==> src/rtl/sprite_palette_pkg.sv <==
// Shared types and the power-on colour table for the sprite palette unit.
// The table is authored at 4 bits per channel; the top widens or narrows it to CH_W.
package sprite_palette_pkg;

  localparam int PAL_CH_W    = 4;
  localparam int PAL_ENTRIES = 16;

  typedef struct packed {
    logic [PAL_CH_W-1:0] r;
    logic [PAL_CH_W-1:0] g;
    logic [PAL_CH_W-1:0] b;
  } rgb_t;

  typedef enum logic {
    IDLE  = 1'b0,
    FLASH = 1'b1
  } flash_state_e;

  localparam logic [3*PAL_CH_W-1:0] DEFAULT_PALETTE [PAL_ENTRIES] = '{
    12'hF0F, 12'h002, 12'h666, 12'hFDB,
    12'hC84, 12'h04C, 12'h08F, 12'hC0C,
    12'hF00, 12'hFF0, 12'h000, 12'h888,
    12'h0F0, 12'hAAA, 12'hFFF, 12'hF80
  };

  // Banks larger than the table simply repeat it.
  function automatic rgb_t default_color(input int unsigned idx);
    logic [3:0] sel;
    sel = 4'(idx % PAL_ENTRIES);
    return rgb_t'(DEFAULT_PALETTE[sel]);
  endfunction

endpackage

==> src/rtl/palette_flash_ctrl.sv <==
// Hit-flash sequencer: counts frame ticks and produces the white/normal phase
// that the palette pipeline uses to override opaque pixels.
module palette_flash_ctrl
  import sprite_palette_pkg::*;
#(
  parameter int FLASH_TICKS = 8,
  localparam int CNT_W = $clog2(FLASH_TICKS + 1)
) (
  input  logic Clk,
  input  logic reset_n,
  input  logic frame_tick,
  input  logic flash_start,
  output logic phase,
  output logic flash_busy
);

  flash_state_e     state_q, state_d;
  logic [CNT_W-1:0] cnt_q, cnt_d;
  logic             phase_q, phase_d;

  always_ff @(posedge Clk or negedge reset_n) begin
    if (!reset_n) begin
      state_q <= IDLE;
      cnt_q   <= '0;
      phase_q <= 1'b0;
    end else begin
      state_q <= state_d;
      cnt_q   <= cnt_d;
      phase_q <= phase_d;
    end
  end

  // A new hit always restarts the flash, even on a frame boundary.
  always_comb begin
    state_d = state_q;
    cnt_d   = cnt_q;
    phase_d = phase_q;
    if (flash_start) begin
      state_d = FLASH;
      cnt_d   = CNT_W'(FLASH_TICKS);
      phase_d = 1'b1;
    end else if (state_q == FLASH && frame_tick) begin
      if (cnt_q == CNT_W'(1)) begin
        state_d = IDLE;
        cnt_d   = '0;
        phase_d = 1'b0;
      end else begin
        cnt_d   = cnt_q - CNT_W'(1);
        phase_d = ~phase_q;
      end
    end
  end

  assign phase      = phase_q;
  assign flash_busy = (state_q == FLASH);

endmodule

==> src/rtl/sprite_palette_unit.sv <==
// Multi-bank runtime-writable sprite palette with a two-stage lookup pipeline,
// colour-key transparency and a frame-timed hit flash.
module sprite_palette_unit
  import sprite_palette_pkg::*;
#(
  parameter int IDX_W           = 4,
  parameter int BANKS           = 4,
  parameter int CH_W            = 4,
  parameter int TRANSPARENT_IDX = 0,
  parameter int FLASH_TICKS     = 8,
  localparam int BANK_W = (BANKS > 1) ? $clog2(BANKS) : 1
) (
  input  logic              Clk,
  input  logic              reset_n,
  input  logic              pix_valid,
  input  logic [IDX_W-1:0]  pix_index,
  input  logic [BANK_W-1:0] pix_bank,
  output logic              rgb_valid,
  output logic [CH_W-1:0]   red,
  output logic [CH_W-1:0]   green,
  output logic [CH_W-1:0]   blue,
  output logic              transparent,
  input  logic              wr_en,
  input  logic [BANK_W-1:0] wr_bank,
  input  logic [IDX_W-1:0]  wr_index,
  input  logic [3*CH_W-1:0] wr_rgb,
  input  logic              frame_tick,
  input  logic              flash_start,
  output logic              flash_busy
);

  localparam int ENTRIES = 2 ** IDX_W;

  function automatic logic [CH_W-1:0] to_ch(input logic [PAL_CH_W-1:0] nib);
    logic [CH_W-1:0] o;
    o = '0;
    for (int i = 0; i < CH_W; i++) begin
      o[CH_W-1-i] = nib[PAL_CH_W-1-(i % PAL_CH_W)];
    end
    return o;
  endfunction

  function automatic logic [3*CH_W-1:0] default_word(input int unsigned e);
    rgb_t c;
    c = default_color(e);
    return {to_ch(c.r), to_ch(c.g), to_ch(c.b)};
  endfunction

  function automatic logic [BANK_W-1:0] bank_sel(input logic [BANK_W-1:0] b);
    return (BANKS == 1) ? '0 : b;
  endfunction

  logic [3*CH_W-1:0] pal [BANKS][ENTRIES];

  logic              s1_valid;
  logic [IDX_W-1:0]  s1_index;
  logic [BANK_W-1:0] s1_bank;
  logic [3*CH_W-1:0] rd_word;
  logic              s1_transparent;
  logic              phase;

  // Writes land on the same edge that captures a lookup address, so a
  // same-cycle write is already in the array when stage 2 reads it.
  always_ff @(posedge Clk or negedge reset_n) begin
    if (!reset_n) begin
      for (int b = 0; b < BANKS; b++) begin
        for (int e = 0; e < ENTRIES; e++) begin
          pal[b][e] <= default_word(e);
        end
      end
    end else if (wr_en) begin
      pal[bank_sel(wr_bank)][wr_index] <= wr_rgb;
    end
  end

  always_ff @(posedge Clk or negedge reset_n) begin
    if (!reset_n) begin
      s1_valid <= 1'b0;
      s1_index <= '0;
      s1_bank  <= '0;
    end else begin
      s1_valid <= pix_valid;
      s1_index <= pix_index;
      s1_bank  <= pix_bank;
    end
  end

  assign rd_word        = pal[bank_sel(s1_bank)][s1_index];
  assign s1_transparent = (s1_index == IDX_W'(TRANSPARENT_IDX));

  // Colour outputs only move on a valid pixel so the mux downstream sees a stable value.
  always_ff @(posedge Clk or negedge reset_n) begin
    if (!reset_n) begin
      rgb_valid   <= 1'b0;
      red         <= '0;
      green       <= '0;
      blue        <= '0;
      transparent <= 1'b0;
    end else begin
      rgb_valid <= s1_valid;
      if (s1_valid) begin
        transparent <= s1_transparent;
        if (phase && !s1_transparent) begin
          {red, green, blue} <= '1;
        end else begin
          {red, green, blue} <= rd_word;
        end
      end
    end
  end

  palette_flash_ctrl #(
    .FLASH_TICKS(FLASH_TICKS)
  ) u_flash (
    .Clk        (Clk),
    .reset_n    (reset_n),
    .frame_tick (frame_tick),
    .flash_start(flash_start),
    .phase      (phase),
    .flash_busy (flash_busy)
  );

endmodule
==> config.mk <==
export PLATFORM = sky130hd
export DESIGN_NAME = sprite_palette_unit
export DESIGN_NICKNAME = d
export VERILOG_FILES = /design/src/rtl/sprite_palette_pkg.sv /design/src/rtl/palette_flash_ctrl.sv /design/src/rtl/sprite_palette_unit.sv
export SDC_FILE = /design/constraint.sdc
export NUM_CORES = 1
export LEC_CHECK = 0
export ABC_AREA = 0
export ABC_CLOCK_PERIOD_IN_PS = 2800
export CAP_MARGIN = 40
export CORE_AREA = 2 2 353 355
export DETAILED_ROUTE_END_ITERATION = 12
export DIE_AREA = 0 0 355 357
export GPL_TIMING_DRIVEN = 0
export PLACE_DENSITY_LB_ADDON = 0.08
export SYNTH_ARGS = -nofsm -noshare
export SYNTH_HDL_FRONTEND = slang
export SYNTH_HIERARCHICAL = 1
export SYNTH_SLANG_ARGS = --single-unit
export TNS_END_PERCENT = 50
==> constraint.sdc <==
create_clock -name Clk -period 2.8 [get_ports Clk]
set_input_delay 0.7 -clock Clk [delete_from_list [all_inputs] [get_ports Clk]]
set_output_delay 0.7 -clock Clk [all_outputs]
set_load 0.005 [all_outputs]
Word-level counts from Yosys, hierarchy flattened
Index checks and enable logic that the tools add are counted.
Widths: inputs -> output; s select.

word-level totals
  register bits after elaboration = 795
  bits in latches = 0
  memories kept = 0
  memory bits (writable) = 0
  logic and storage cells = 120
  memory bits (read-only) = 0

cells by class
  divide/modulo/power cells = 0
  multipliers = 0
  add/subtract/negate cells = 1
  reduce and logical (&&, ||, !) cells = 9
  shift-type cells = 0
  order comparisons = 6
  multiplexer cells = 23
  equality and inequality tests = 1
  bitwise operators = 5

operator list
  operator             number
  $bwmux 768           1
  $mux 192             3
  $bmux 192 s2         1
  $demux 192 s2        1
  $bmux 12 s4          1
  $demux 12 s4         1
  $mux 12              3
  $mux 4               6
  $ge 5x5->1 const B   2
  $not 4->5            2
  $ge 3x3->1 const B   2
  $mux 1               6
  $not 2->3            2
  $lt 5x1->1 const B   1
  $eq 4x1->1 const B   1
  $logic_and 1x1->1    4
  $logic_not 4->1      1
  $reduce_bool 2->1    2
  $sub 4x1->4 const B  1
  $lt 3x1->1 const B   1
  $reduce_and 2->1     1
  $logic_not 1->1      1
  $not 1->1            1

Logic depth before layout (Yosys ltp)
  depth after elaboration = 8
  depth in mapped cells = 9

Hierarchy
Netlist, hierarchy kept.

modules (own cells, without submodules)
  module               cells each  area an instance (µm²)  instances
  sprite_palette_unit  2378        36378.6                 1
  palette_flash_ctrl   30          309.0                   1

Worst setup path before layout
No wires, ideal clock.

  path type = input port to flip-flop
  start point = input port wr_index[3]
  end point = register pal[100] (netlist name)
  setup time = 0.125 ns
  path slack = 0.580 ns
  cell stages on the path = 6
  buffers on the path = 2
  arrival = 2.096 ns
  path through = clkbuf_1 nand2b_1 or2_2 nor2_1 buf_2 mux2_2

on the way
  word-level cells in the longest chain between the ends = 8
  elaborated cells between the ends (all ways) = 9

ends and longest elaborated chain
  item                                                            RTL line                   RTL
  start, declared                                                 sprite_palette_unit.sv:25  input logic [IDX_W-1:0] wr_index,
  $not 4->5 (not written as such) *                               sprite_palette_unit.sv:72  pal[bank_sel(wr_bank)][wr_index] <= wr_rgb;
  $ge 5x5->1 (not written as such) or $lt 5x1->1 (tied branches)  sprite_palette_unit.sv:72
  $logic_and 1x1->1 (not written as such)                         sprite_palette_unit.sv:72
  $mux 12 (not written as such)                                   sprite_palette_unit.sv:72
  $demux 12 s4 *                                                  sprite_palette_unit.sv:72
  $mux 192 (not written as such) *                                sprite_palette_unit.sv:72
  $demux 192 s2 *                                                 sprite_palette_unit.sv:72
  $bwmux 768 *                                                    sprite_palette_unit.sv:72
  end signal, assigned by index                                   sprite_palette_unit.sv:68  pal[b][e] <= default_word(e);
  end signal, assigned by index                                   sprite_palette_unit.sv:72
  end, declared                                                   sprite_palette_unit.sv:53  logic [3*CH_W-1:0] pal [BANKS][ENTRIES];

Mark *: on every way between the ends. The rest lies on a longest branch, timed or not.
A chain may end at the register's enable or synchronous reset.

Final worst setup path
  start point = register s1_index[0]
  end point = register blue[3]

on the way
  word-level cells in the longest chain between the ends = 5
  elaborated cells between the ends (all ways) = 8

ends and longest elaborated chain
  item                                         RTL line                    RTL
  start, declared                              sprite_palette_unit.sv:56   logic [IDX_W-1:0] s1_index;
  start signal, assigned                       sprite_palette_unit.sv:83   s1_index <= pix_index;
  $not 4->5 (not written as such)              sprite_palette_unit.sv:88   assign rd_word = pal[bank_sel(s1_bank)][s1_index];
  $bmux 12 s4                                  sprite_palette_unit.sv:88
  $mux 12 (not written as such) (2 in series)  sprite_palette_unit.sv:88
  $mux 4 *                                     sprite_palette_unit.sv:103  if (phase && !s1_transparent) begin
  end signal, assigned                         sprite_palette_unit.sv:106  {red, green, blue} <= rd_word;
  end, declared                                sprite_palette_unit.sv:21   output logic [CH_W-1:0] blue,

Mark *: on every way between the ends. The rest lies on a longest branch, timed or not. The select of a mux whose other input is x is not followed.

==> results_dict.tcl <==
set metrics [dict create \
    outcome "finished clean" \
    fin_ws_ns 0.0364 \
    grt_max_degree 122 \
    drv_slew 0 \
    numPortBuffers 31 \
    dieArea_um2 127000 \
    path_class "register to register" \
    fin_area_um2 43700 \
    clk_pin_slew_ns 0.06 \
    mostFrequentLayoutCell "mux2_2" \
    drt_iter0_markers 1343 \
    wire_per_inst_um 33.1 \
    cts_buffers 96 \
    drive_gt1_share_pct 59.4 \
    first_pass_iters 5 \
    maxCapViolCount 0 \
    rows 129 \
    route.detailed.drc 0 \
    fin_nets 2655 \
    grt_pass1_vias 24400 \
    crit_fanout 10 \
    die_width_um 355 \
    cp.arrival_ns 3.30 \
    whs_ns 0.0432 \
    synth_seq_area_share_pct 55.4 \
    place_area_um2 40200 \
    cp.required_ns 3.34 \
    cp-startpoint "s1_index[0]" \
    synth_nets 2440 \
    grt.overflow.total 0 \
    clkLatencyLatePin_ns 0.68 \
    htree_levels 3 \
    setup_viol 0 \
    dp_hpwl_mm 103 \
    ys.flop_type "dfrtp_1" \
    yosysUniqueCellTypes 67 \
    cts_sinks 795 \
    clock_path_buffers 3 \
    period_share_pct 98.7 \
    synth_warnings 6 \
    cts_tree "done" \
    tightestPinTransition_ns 1.02 \
    crit_path_start_kind "register" \
    via_count 22800 \
    syn_to_final_growth_pct 19.1 \
    powerDensity_nw_per_um2 713 \
    finalClockSkew_ns 0.0291 \
    root_buffer "clkbuf_16" \
    synth_area_per_cell_um2 15.2 \
    mostFrequentLayoutCells "mux2_2 (777), dfrtp_1 (462), dfstp_2 (332)" \
    slew-limit-headroom_pct 32.0 \
    cts_hold_buf 0 \
    wl_mm 144 \
    grt_pass1_wl_mm 201 \
    gp_congestion 0.815 \
    hold_viol_final 0 \
    async_flop_share_pct 100 \
    synth_cells 2408 \
    synth-seq-cells 795 \
    layout_min_cycle_time_ns 2.76 \
    grt_usage_pct 22.7 \
    core_um2 123000 \
    die_y_um 357 \
    initial_core_util_pct 29.8 \
    synth_edf_count 0 \
    antennaDiodeCount 0 \
    cp-end-kind "register" \
    dp_slack_ns -0.942 \
    grt_setup_unrepaired "yes" \
    detail-route-antenna-nets 0 \
    worstHoldPathType "primary input to asynchronous set/reset pin" \
    peakVddDrop_mv 0.512 \
    max_freq_ghz 0.362 \
    p_leak_uw 0.0188 \
    via_per_inst 5.26 \
    n_fill_cell 11800 \
    syn_area_um2 36700 \
    top_level_ports 45 \
    antenna_found_initial 2 \
    r2r-start "s1_index[0]" \
]
synthesized netlist by cell type, drive strengths merged (4+ instances only):
master,n,area (um^2)
mux2,780,8780
dfrtp,463,11600
dfstp,332,8720
mux4,148,3370
clkbuf,137,526
buf,89,577
mux2i,86,861
nand2,83,312
nor2,48,190
a22oi,38,285
a22o,20,175
a211oi,19,148
a21oi,18,93.8
o21ai,11,55.1
o221ai,11,96.3
a31oi,9,56.3
nand3,8,45.0
a211o,7,61.3
nor3,7,35.0
or2,7,43.8
a41oi,6,52.6
nand4,6,37.5
nor2b,6,37.5
o22ai,6,37.5
a311oi,5,43.8
inv,5,18.8
nor3b,5,37.5
a221oi,4,35.0
and3,4,25.0
nand2b,4,25.0
nand3b,4,33.8
repair_timing:
action	4_1_cts	5_1_grt
resized for setup	56	13
setup buffers	4	3
endpoints found under the setup margin	45	21
pin swaps	2	1
final timing paths:
| kind | end | slack, ns | cells after the start |
|---|---|---|---|
| setup / recovery | blue[3] | 0.04 | 7 |
| hold / removal | u_flash/cnt_q[1] | 0.04 | 2 |
| setup reg to reg | blue[3] | 0.04 | 7 |
| hold reg to reg | rgb_valid | 0.39 | 0 |
| max in group asynchronous | pal[440] | 0.73 | 5 |
| min in group Clk | rgb_valid | 0.39 | 0 |
area by class of cell:
class | count | area [um^2] | share of cell area (%)
plain buffers | 227 | 1230 | 2.82
clock buffers | 154 | 2950 | 6.75
clock inverters | 28 | 275 | 0.630
inverters | 6 | 23.8 | 0.0544
multi-input cells | 1380 | 15300 | 35.1
flip-flops and latches | 795 | 20300 | 46.5
well taps | 1637 | 2050 | 4.69
repair buffers | 117 | 1500 | 3.43
logic make-up after synthesis:
logic type,after synthesis,synth area share (%)
AOI/OAI and AO/OA,168,3.43
xor gates and xnor gates,1,0.0239
adders and majority gates,2,0.0682
buffers and inverters,233,3.09
DFF,795,55.4
muxes,1014,35.5
and+or+nand+nor,195,2.54
report_power, final:
group          leakage, uW  total (uW)  internal (uW)  switching, uW
sequential         0.00954       14200          13500            773
combinational      0.00763        4140           2110           2030
clock              0.00160       12800           7640           5120
total               0.0188       31100          23200           7920
worst max-delay path, cell delays in order (launching register included):
cell      delay, ns
dfrtp_1        0.46
clkbuf_4       0.29
nor4_4         0.33
buf_4          0.25
o21ai_2        0.30
a41oi_1        0.38
o21ai_0        0.20
o32a_1         0.36
registers in the layout, summed over array words and instances (netlist names):
register,count
red,4
u_flash/flash_busy,1
u_flash/cnt_q,4
rgb_valid,1
s1_valid,1
transparent,1
blue,4
u_flash/phase,1
s1_bank,2
green,4
pal,768
s1_index,4
routing by layer:
metal,vias to the layer above,routed length [um],global-route usage [%]
li1,9418,-,-
met1,12800,65300,31.2
met2,482,70000,38.1
met3,145,5030,2.79
met4,0,3280,5.93
met5,-,0,0
metrics by stage:
step                      TNS (ns)  utilization (%)  total power (uW)  std cells
after floorplan                  0                -             16700       2408
after global placement           -             31.7             18300       4076
after detailed placement   -262.15             32.7             18600       4154
after CTS                        0             35.5             31500       4340
after global routing       -0.0278             35.5             32400       4344
final                            0             35.5             31100       4344
Note: power is estimated with default switching activity, not from simulation.
